$ cat config.mk
export PLATFORM = sky130hd
export DESIGN_NAME = axis_uart_tx_flat
export DESIGN_NICKNAME = d
export VERILOG_FILES = /design/src/rtl/axis_uart_tx_if.sv /design/src/rtl/axis_uart_tx.sv /design/src/flat_wrapper.sv
export SDC_FILE = /design/constraint.sdc
export NUM_CORES = 1
export LEC_CHECK = 0
export CAP_MARGIN = 20
export CORE_MARGIN = 2
export CORE_UTILIZATION = 55
export DETAILED_ROUTE_END_ITERATION = 12
export GPL_TIMING_DRIVEN = 1
export PLACE_DENSITY = 0.8
export SYNTH_ARGS = -nofsm -noshare
export SYNTH_HDL_FRONTEND = slang
export SYNTH_SLANG_ARGS = --single-unit
$ cat constraint.sdc
create_clock -name Clk -period 4.75 [get_ports Clk]
set_clock_uncertainty 0.05 [all_clocks]
set_input_delay 0.95 -clock Clk [delete_from_list [all_inputs] [get_ports Clk]]
set_output_delay 0.95 -clock Clk [all_outputs]
set_load 0.02 [all_outputs]
$ cat src/rtl/axis_uart_tx_if.sv
`default_nettype none
// ============================================================================
// Module   : taxi_axis_if
// Brief    : AXI4-Stream interface bundle with source and sink modports.
// Revision : 1.0 - initial release
// ============================================================================
interface taxi_axis_if #(
    parameter int DATA_W = 8,
    parameter int KEEP_W = 1,
    parameter int ID_W   = 1,
    parameter int DEST_W = 1,
    parameter int USER_W = 1
);
    logic [DATA_W-1:0] tdata;
    logic [KEEP_W-1:0] tkeep;
    logic              tvalid;
    logic              tready;
    logic              tlast;
    logic [ID_W-1:0]   tid;
    logic [DEST_W-1:0] tdest;
    logic [USER_W-1:0] tuser;

    modport src (output tdata, tkeep, tvalid, tlast, tid, tdest, tuser, input tready);
    modport snk (input tdata, tkeep, tvalid, tlast, tid, tdest, tuser, output tready);
endinterface
`default_nettype wire

$ cat src/rtl/axis_uart_tx.sv
`default_nettype none
// ============================================================================
// Module   : axis_uart_tx
// Brief    : AXI4-Stream byte sink serialised as an asynchronous UART frame.
// Revision : 1.0 - initial release
// ============================================================================
module axis_uart_tx #(
    parameter int DATA_W     = 8,
    parameter int PRESCALE_W = 16,
    parameter int PARITY     = 0,
    parameter int STOP_BITS  = 1
) (
    input  logic                  Clk,
    input  logic                  Rst,
    taxi_axis_if.snk              s_axis,
    output logic                  Txd,
    input  logic [PRESCALE_W-1:0] Prescale,
    output logic                  Busy,
    output logic [15:0]           StatusFrames
);

    localparam int               BIT_W       = $clog2(DATA_W + 1);
    localparam logic [BIT_W-1:0] c_last_data = BIT_W'(DATA_W - 1);
    localparam logic [BIT_W-1:0] c_last_stop = BIT_W'(STOP_BITS - 1);
    localparam logic             c_odd       = (PARITY == 2);

    typedef enum logic [2:0] {
        S_IDLE   = 3'd0,
        S_START  = 3'd1,
        S_DATA   = 3'd2,
        S_PARITY = 3'd3,
        S_STOP   = 3'd4
    } state_t;

    state_t                r_state;
    logic                  r_txd;
    logic [PRESCALE_W-1:0] r_cnt;
    logic [BIT_W-1:0]      r_idx;
    logic [DATA_W-1:0]     r_shift;
    logic                  r_parity;
    logic [PRESCALE_W-1:0] r_prescale;
    logic [15:0]           r_frames;
    logic                  r_run;

    state_t                w_state_nxt;
    logic                  w_txd_nxt;
    logic [PRESCALE_W-1:0] w_cnt_nxt;
    logic [BIT_W-1:0]      w_idx_nxt;
    logic [DATA_W-1:0]     w_shift_nxt;
    logic                  w_parity_nxt;
    logic [PRESCALE_W-1:0] w_prescale_nxt;
    logic [15:0]           w_frames_nxt;
    logic [PRESCALE_W-1:0] w_p;
    logic                  w_bit_end;
    logic                  w_stop_last;
    logic                  w_ready;
    logic                  w_take;

    assign w_p         = (Prescale == '0) ? PRESCALE_W'(1) : Prescale;
    assign w_bit_end   = (r_cnt == '0);
    assign w_stop_last = (r_state == S_STOP) && w_bit_end && (r_idx == c_last_stop);
    // r_run holds tready low until the first edge after reset is released
    assign w_ready     = r_run && ((r_state == S_IDLE) || w_stop_last);
    assign w_take      = w_ready && s_axis.tvalid;

    assign s_axis.tready = w_ready;
    assign Txd           = r_txd;
    assign Busy          = (r_state != S_IDLE);
    assign StatusFrames  = r_frames;

    always_ff @(posedge Clk) begin
        if (!Rst) begin
            r_state    <= S_IDLE;
            r_txd      <= 1'b1;
            r_cnt      <= '0;
            r_idx      <= '0;
            r_shift    <= '0;
            r_parity   <= 1'b0;
            r_prescale <= PRESCALE_W'(1);
            r_frames   <= '0;
            r_run      <= 1'b0;
        end else begin
            r_state    <= w_state_nxt;
            r_txd      <= w_txd_nxt;
            r_cnt      <= w_cnt_nxt;
            r_idx      <= w_idx_nxt;
            r_shift    <= w_shift_nxt;
            r_parity   <= w_parity_nxt;
            r_prescale <= w_prescale_nxt;
            r_frames   <= w_frames_nxt;
            r_run      <= 1'b1;
        end
    end

    always_comb begin
        w_state_nxt    = r_state;
        w_txd_nxt      = r_txd;
        w_cnt_nxt      = r_cnt;
        w_idx_nxt      = r_idx;
        w_shift_nxt    = r_shift;
        w_parity_nxt   = r_parity;
        w_prescale_nxt = r_prescale;
        w_frames_nxt   = r_frames;

        if (!w_bit_end) begin
            w_cnt_nxt = r_cnt - 1'b1;
        end

        case (r_state)
            S_IDLE: begin
                w_txd_nxt = 1'b1;
            end
            S_START: begin
                if (w_bit_end) begin
                    w_state_nxt = S_DATA;
                    w_cnt_nxt   = r_prescale - 1'b1;
                    w_idx_nxt   = '0;
                    w_txd_nxt   = r_shift[0];
                    w_shift_nxt = r_shift >> 1;
                end
            end
            S_DATA: begin
                if (w_bit_end) begin
                    w_cnt_nxt = r_prescale - 1'b1;
                    if (r_idx == c_last_data) begin
                        w_idx_nxt = '0;
                        if (PARITY != 0) begin
                            w_state_nxt = S_PARITY;
                            w_txd_nxt   = r_parity;
                        end else begin
                            w_state_nxt = S_STOP;
                            w_txd_nxt   = 1'b1;
                        end
                    end else begin
                        w_idx_nxt   = r_idx + 1'b1;
                        w_txd_nxt   = r_shift[0];
                        w_shift_nxt = r_shift >> 1;
                    end
                end
            end
            S_PARITY: begin
                if (w_bit_end) begin
                    w_state_nxt = S_STOP;
                    w_cnt_nxt   = r_prescale - 1'b1;
                    w_idx_nxt   = '0;
                    w_txd_nxt   = 1'b1;
                end
            end
            S_STOP: begin
                if (w_bit_end) begin
                    if (r_idx == c_last_stop) begin
                        w_frames_nxt = r_frames + 16'd1;
                        w_state_nxt  = S_IDLE;
                        w_txd_nxt    = 1'b1;
                    end else begin
                        w_idx_nxt = r_idx + 1'b1;
                        w_cnt_nxt = r_prescale - 1'b1;
                    end
                end
            end
            default: begin
                w_state_nxt = S_IDLE;
                w_txd_nxt   = 1'b1;
            end
        endcase

        // Accept from IDLE or the final stop cycle; the latter chains frames with no gap
        if (w_take) begin
            w_state_nxt    = S_START;
            w_txd_nxt      = 1'b0;
            w_shift_nxt    = s_axis.tdata;
            w_parity_nxt   = (^s_axis.tdata) ^ c_odd;
            w_prescale_nxt = w_p;
            w_cnt_nxt      = w_p - 1'b1;
            w_idx_nxt      = '0;
        end
    end

endmodule
`default_nettype wire

$ cat src/flat_wrapper.sv
// flat-port wrapper written by rule: the top's interface ports become plain ports
module axis_uart_tx_flat 
#(
    parameter int DATA_W     = 8,
    parameter int PRESCALE_W = 16,
    parameter int PARITY     = 0,
    parameter int STOP_BITS  = 1
)
  (Clk, Rst, Txd, Prescale, Busy, StatusFrames, s_axis_tdata, s_axis_tkeep, s_axis_tvalid, s_axis_tlast, s_axis_tid, s_axis_tdest, s_axis_tuser, s_axis_tready);
  taxi_axis_if #(.DATA_W(DATA_W)) s_axis_i ();
  input  logic Clk;
  input  logic Rst;
  output logic Txd;
  input  logic [PRESCALE_W-1:0] Prescale;
  output logic Busy;
  output logic [15:0] StatusFrames;
  input wire logic [$bits(s_axis_i.tdata)-1:0] s_axis_tdata;
  input wire logic [$bits(s_axis_i.tkeep)-1:0] s_axis_tkeep;
  input wire logic [$bits(s_axis_i.tvalid)-1:0] s_axis_tvalid;
  input wire logic [$bits(s_axis_i.tlast)-1:0] s_axis_tlast;
  input wire logic [$bits(s_axis_i.tid)-1:0] s_axis_tid;
  input wire logic [$bits(s_axis_i.tdest)-1:0] s_axis_tdest;
  input wire logic [$bits(s_axis_i.tuser)-1:0] s_axis_tuser;
  output wire logic [$bits(s_axis_i.tready)-1:0] s_axis_tready;
  assign s_axis_i.tdata = s_axis_tdata;
  assign s_axis_i.tkeep = s_axis_tkeep;
  assign s_axis_i.tvalid = s_axis_tvalid;
  assign s_axis_i.tlast = s_axis_tlast;
  assign s_axis_i.tid = s_axis_tid;
  assign s_axis_i.tdest = s_axis_tdest;
  assign s_axis_i.tuser = s_axis_tuser;
  assign s_axis_tready = s_axis_i.tready;
  axis_uart_tx #(.DATA_W(DATA_W), .PRESCALE_W(PRESCALE_W), .PARITY(PARITY), .STOP_BITS(STOP_BITS)) u_core (.Clk(Clk), .Rst(Rst), .s_axis(s_axis_i), .Txd(Txd), .Prescale(Prescale), .Busy(Busy), .StatusFrames(StatusFrames));
endmodule
==> flow_metrics.tcl <==
set metrics [dict create \
    dp_hpwl_um 6260 \
    die_width_um 85.6 \
    diodes 0 \
    drt_wl_total_um 8960 \
    cts.clk_slew.worst_paths_ps 80 \
    first_pass_iters 4 \
    post-place-ws_ps 664 \
    vias_per_cell 5.90 \
    hold_start "u_core.r_shift[3]$_SDFFE_PN0P_" \
    async_flop_share_pct 0 \
    nNetsFinal 534 \
    synth.area.top_cells "dfxtp_1 (36%), a21oi_1 (6.3%), nand2_1 (6.3%), xor2_1 (5.3%), xnor2_1 (4.8%)" \
    status "complete, no violations" \
    wl_met1_um 4470 \
    cts_max_path_buffers 2 \
    dieArea_um2 7330 \
    io_pins 51 \
    worstPathRequired_ps 3750 \
    worstSetupPathType "register to output port" \
    post_dp_cell_area_um2 4140 \
    cp_max_fo 12 \
    yosysMostFrequentCell "dfxtp_1" \
    slew_headroom_pct 32.7 \
    synth.avg_cell_area_um2 8.09 \
    reg2reg_from "u_core.r_cnt[0]$_SDFF_PN0_" \
    route.met3.wl_um 466 \
    vias 3408 \
    core_area_um2 6390 \
    grt_max_degree 39 \
    clock-sinks 65 \
    wl_met2_um 3910 \
    synth_ff_type "dfxtp_1" \
    final_hold_viol_count 0 \
    syn_nets 491 \
    grt_pass1_wl_um 14800 \
    rows 29 \
    grt_pass1_vias 3185 \
    cts_tree "built" \
    antenna_found_initial 0 \
    crit_path_end_kind "output port" \
    p_leak_uw 0.00155 \
    drtIter0Drc 272 \
    numCtsBuffers 9 \
    pwr-share-seq_pct 42.2 \
    ctsHoldBuffers 0 \
    clock_tree.root_cell "clkbuf_8" \
    syn_inst 453 \
    powerDensity_nw_per_um2 335 \
    routabilityCongestion 0.858 \
    final_layout_size_suffix_gt1_share_pct 7.98 \
    clock_latency_ps 350 \
    maxCapViolations 0 \
    synth_top_area_share_pct 35.5 \
    synth.largest_area_cell "dfxtp_1" \
    fin_crit_ps 4000 \
    power_frac_comb_pct 22.0 \
    maxUsedRoutingLayer "met4" \
    synth_common_cells "dfxtp_1 (65), nand2_1 (61), a21oi_1 (46)" \
    die_h_um 85.6 \
    synth-seq-cells 65 \
    slew_violations 0 \
    hp-class "register to register" \
    peakVddDrop_mv 0.189 \
    postCtsSetupBuffers 0 \
    setup_ws_ps 747 \
    cts_resized 0 \
    period_share_pct 84.3 \
    power.net_switching_uw 454 \
    synth-edff-count 0 \
    antenna_left 0 \
    synth_cell_types 57 \
    drc 0 \
    ys_warn_count 0 \
    rsz0062_at_grt "false" \
    pwr-share-clk_pct 35.7 \
    groute.usage.overall_pct 24.9 \
    final_area_um2 4390 \
    tns_ps 0 \
    mappedNetlistArea_um2 3660 \
    htreeDepth 3 \
    fmax_mhz 250 \
    wl_per_cell_um 15.5 \
    worst_pin_slew_ps 1010 \
    worstSetupStartpointType "register" \
    port-buffer-count 45 \
    seq_area_frac_synth_pct 35.5 \
    area_growth_pct 19.7 \
    cp-startpoint "u_core.r_cnt[0]$_SDFF_PN0_" \
    swShare_pct 30.9 \
    setup_viol 0 \
    arrival_ps 3000 \
    p_int_uw 1010 \
    overflow 0 \
    start_util_pct 57.4 \
]
==> metal layers <==
metal | track usage [%] | vias up
met5 | 0 | -
met4 | 8.51 | 0
met3 | 3.66 | 11
met2 | 37.5 | 95
met1 | 36.6 | 1579
li1 | - | 1723
==> critical path: stages, from the launching register on <==
cell             delay, ps
dfxtp_1                340
inv_1                  100
ha_1                   200
or3b_2                 500
or3_4                  460
o31ai_4                290
and2_1                 160
clkdlybuf4s50_1        610
==> state kept, by name, summed over array words and instances (netlist names) <==
signal / flops
u_core.StatusFrames: 16
u_core.r_cnt: 16
u_core.r_prescale: 16
u_core.r_idx: 4
u_core.Txd: 1
u_core.r_state: 3
u_core.r_shift: 8
u_core.r_run: 1
==> final cells by class <==
type                            count  area [µm²]
Multi-Input combinational cell    357        2210
Fill cell                         550        2000
Sequential cell                    65        1300
Timing Repair Buffer               52         523
Clock buffer                        9         124
Tap cell                           77        96.3
Clock inverter                      7        93.8
Inverter                           11        41.3
==> worst paths after layout <==
kind	slack, ps	endpoint	depth (start not counted)
max	750	s_axis_tready	7
min	410	u_core.r_shift[3]$_SDFFE_PN0P_	2
max reg2reg	1290	u_core.r_cnt[11]$_SDFF_PN0_	9
min reg2reg	410	u_core.r_shift[3]$_SDFFE_PN0P_	2
==> cell usage in the layout (no fill, tap or decap), types with 7 or more instances in the layout <==
master,netlist,routed
a211oi_1,13,13
a21oi_1,46,46
a22oi_1,7,7
clkbuf_8,0,9
clkdlybuf4s50_1,0,45
dfxtp_1,65,65
inv_1,11,11
nand2_1,61,61
nand3_1,10,10
nand4_1,9,9
nor2_1,37,37
nor3_1,19,19
nor4_1,12,12
o21ai_0,18,18
or3_1,9,9
xnor2_1,20,20
xor2_1,22,22
==> cells by family after synthesis <==
kind of cell	synth area share, %
compound gates	19.3
xor+xnor	10.0
fa+ha+maj	2.05
buf+inv	4.23
flops	35.5
mux	0.820
simple gates	28.1
==> power by group through the flow <==
stage	Sequential [µW]	Clock [µW]	Combinational (µW)
6_report	620	524	323
3_5_place_dp	631	0	314
5_1_grt	626	560	355
4_1_cts	619	530	316
2_1_floorplan	622	0	236
3_3_place_gp	629	0	306
==> per-stage QoR <==
step	util [%]	total power, µW	instances	hold WS (ps)
6_report	68.7	1470	578	410
5_1_grt	68.7	1540	578	434
4_1_cts	68.3	1470	577	410
3_5_place_dp	64.9	946	561	400
3_3_place_gp	64.9	935	561	393
2_1_floorplan	-	858	453	386
Power figures use the tool's default switching activity.
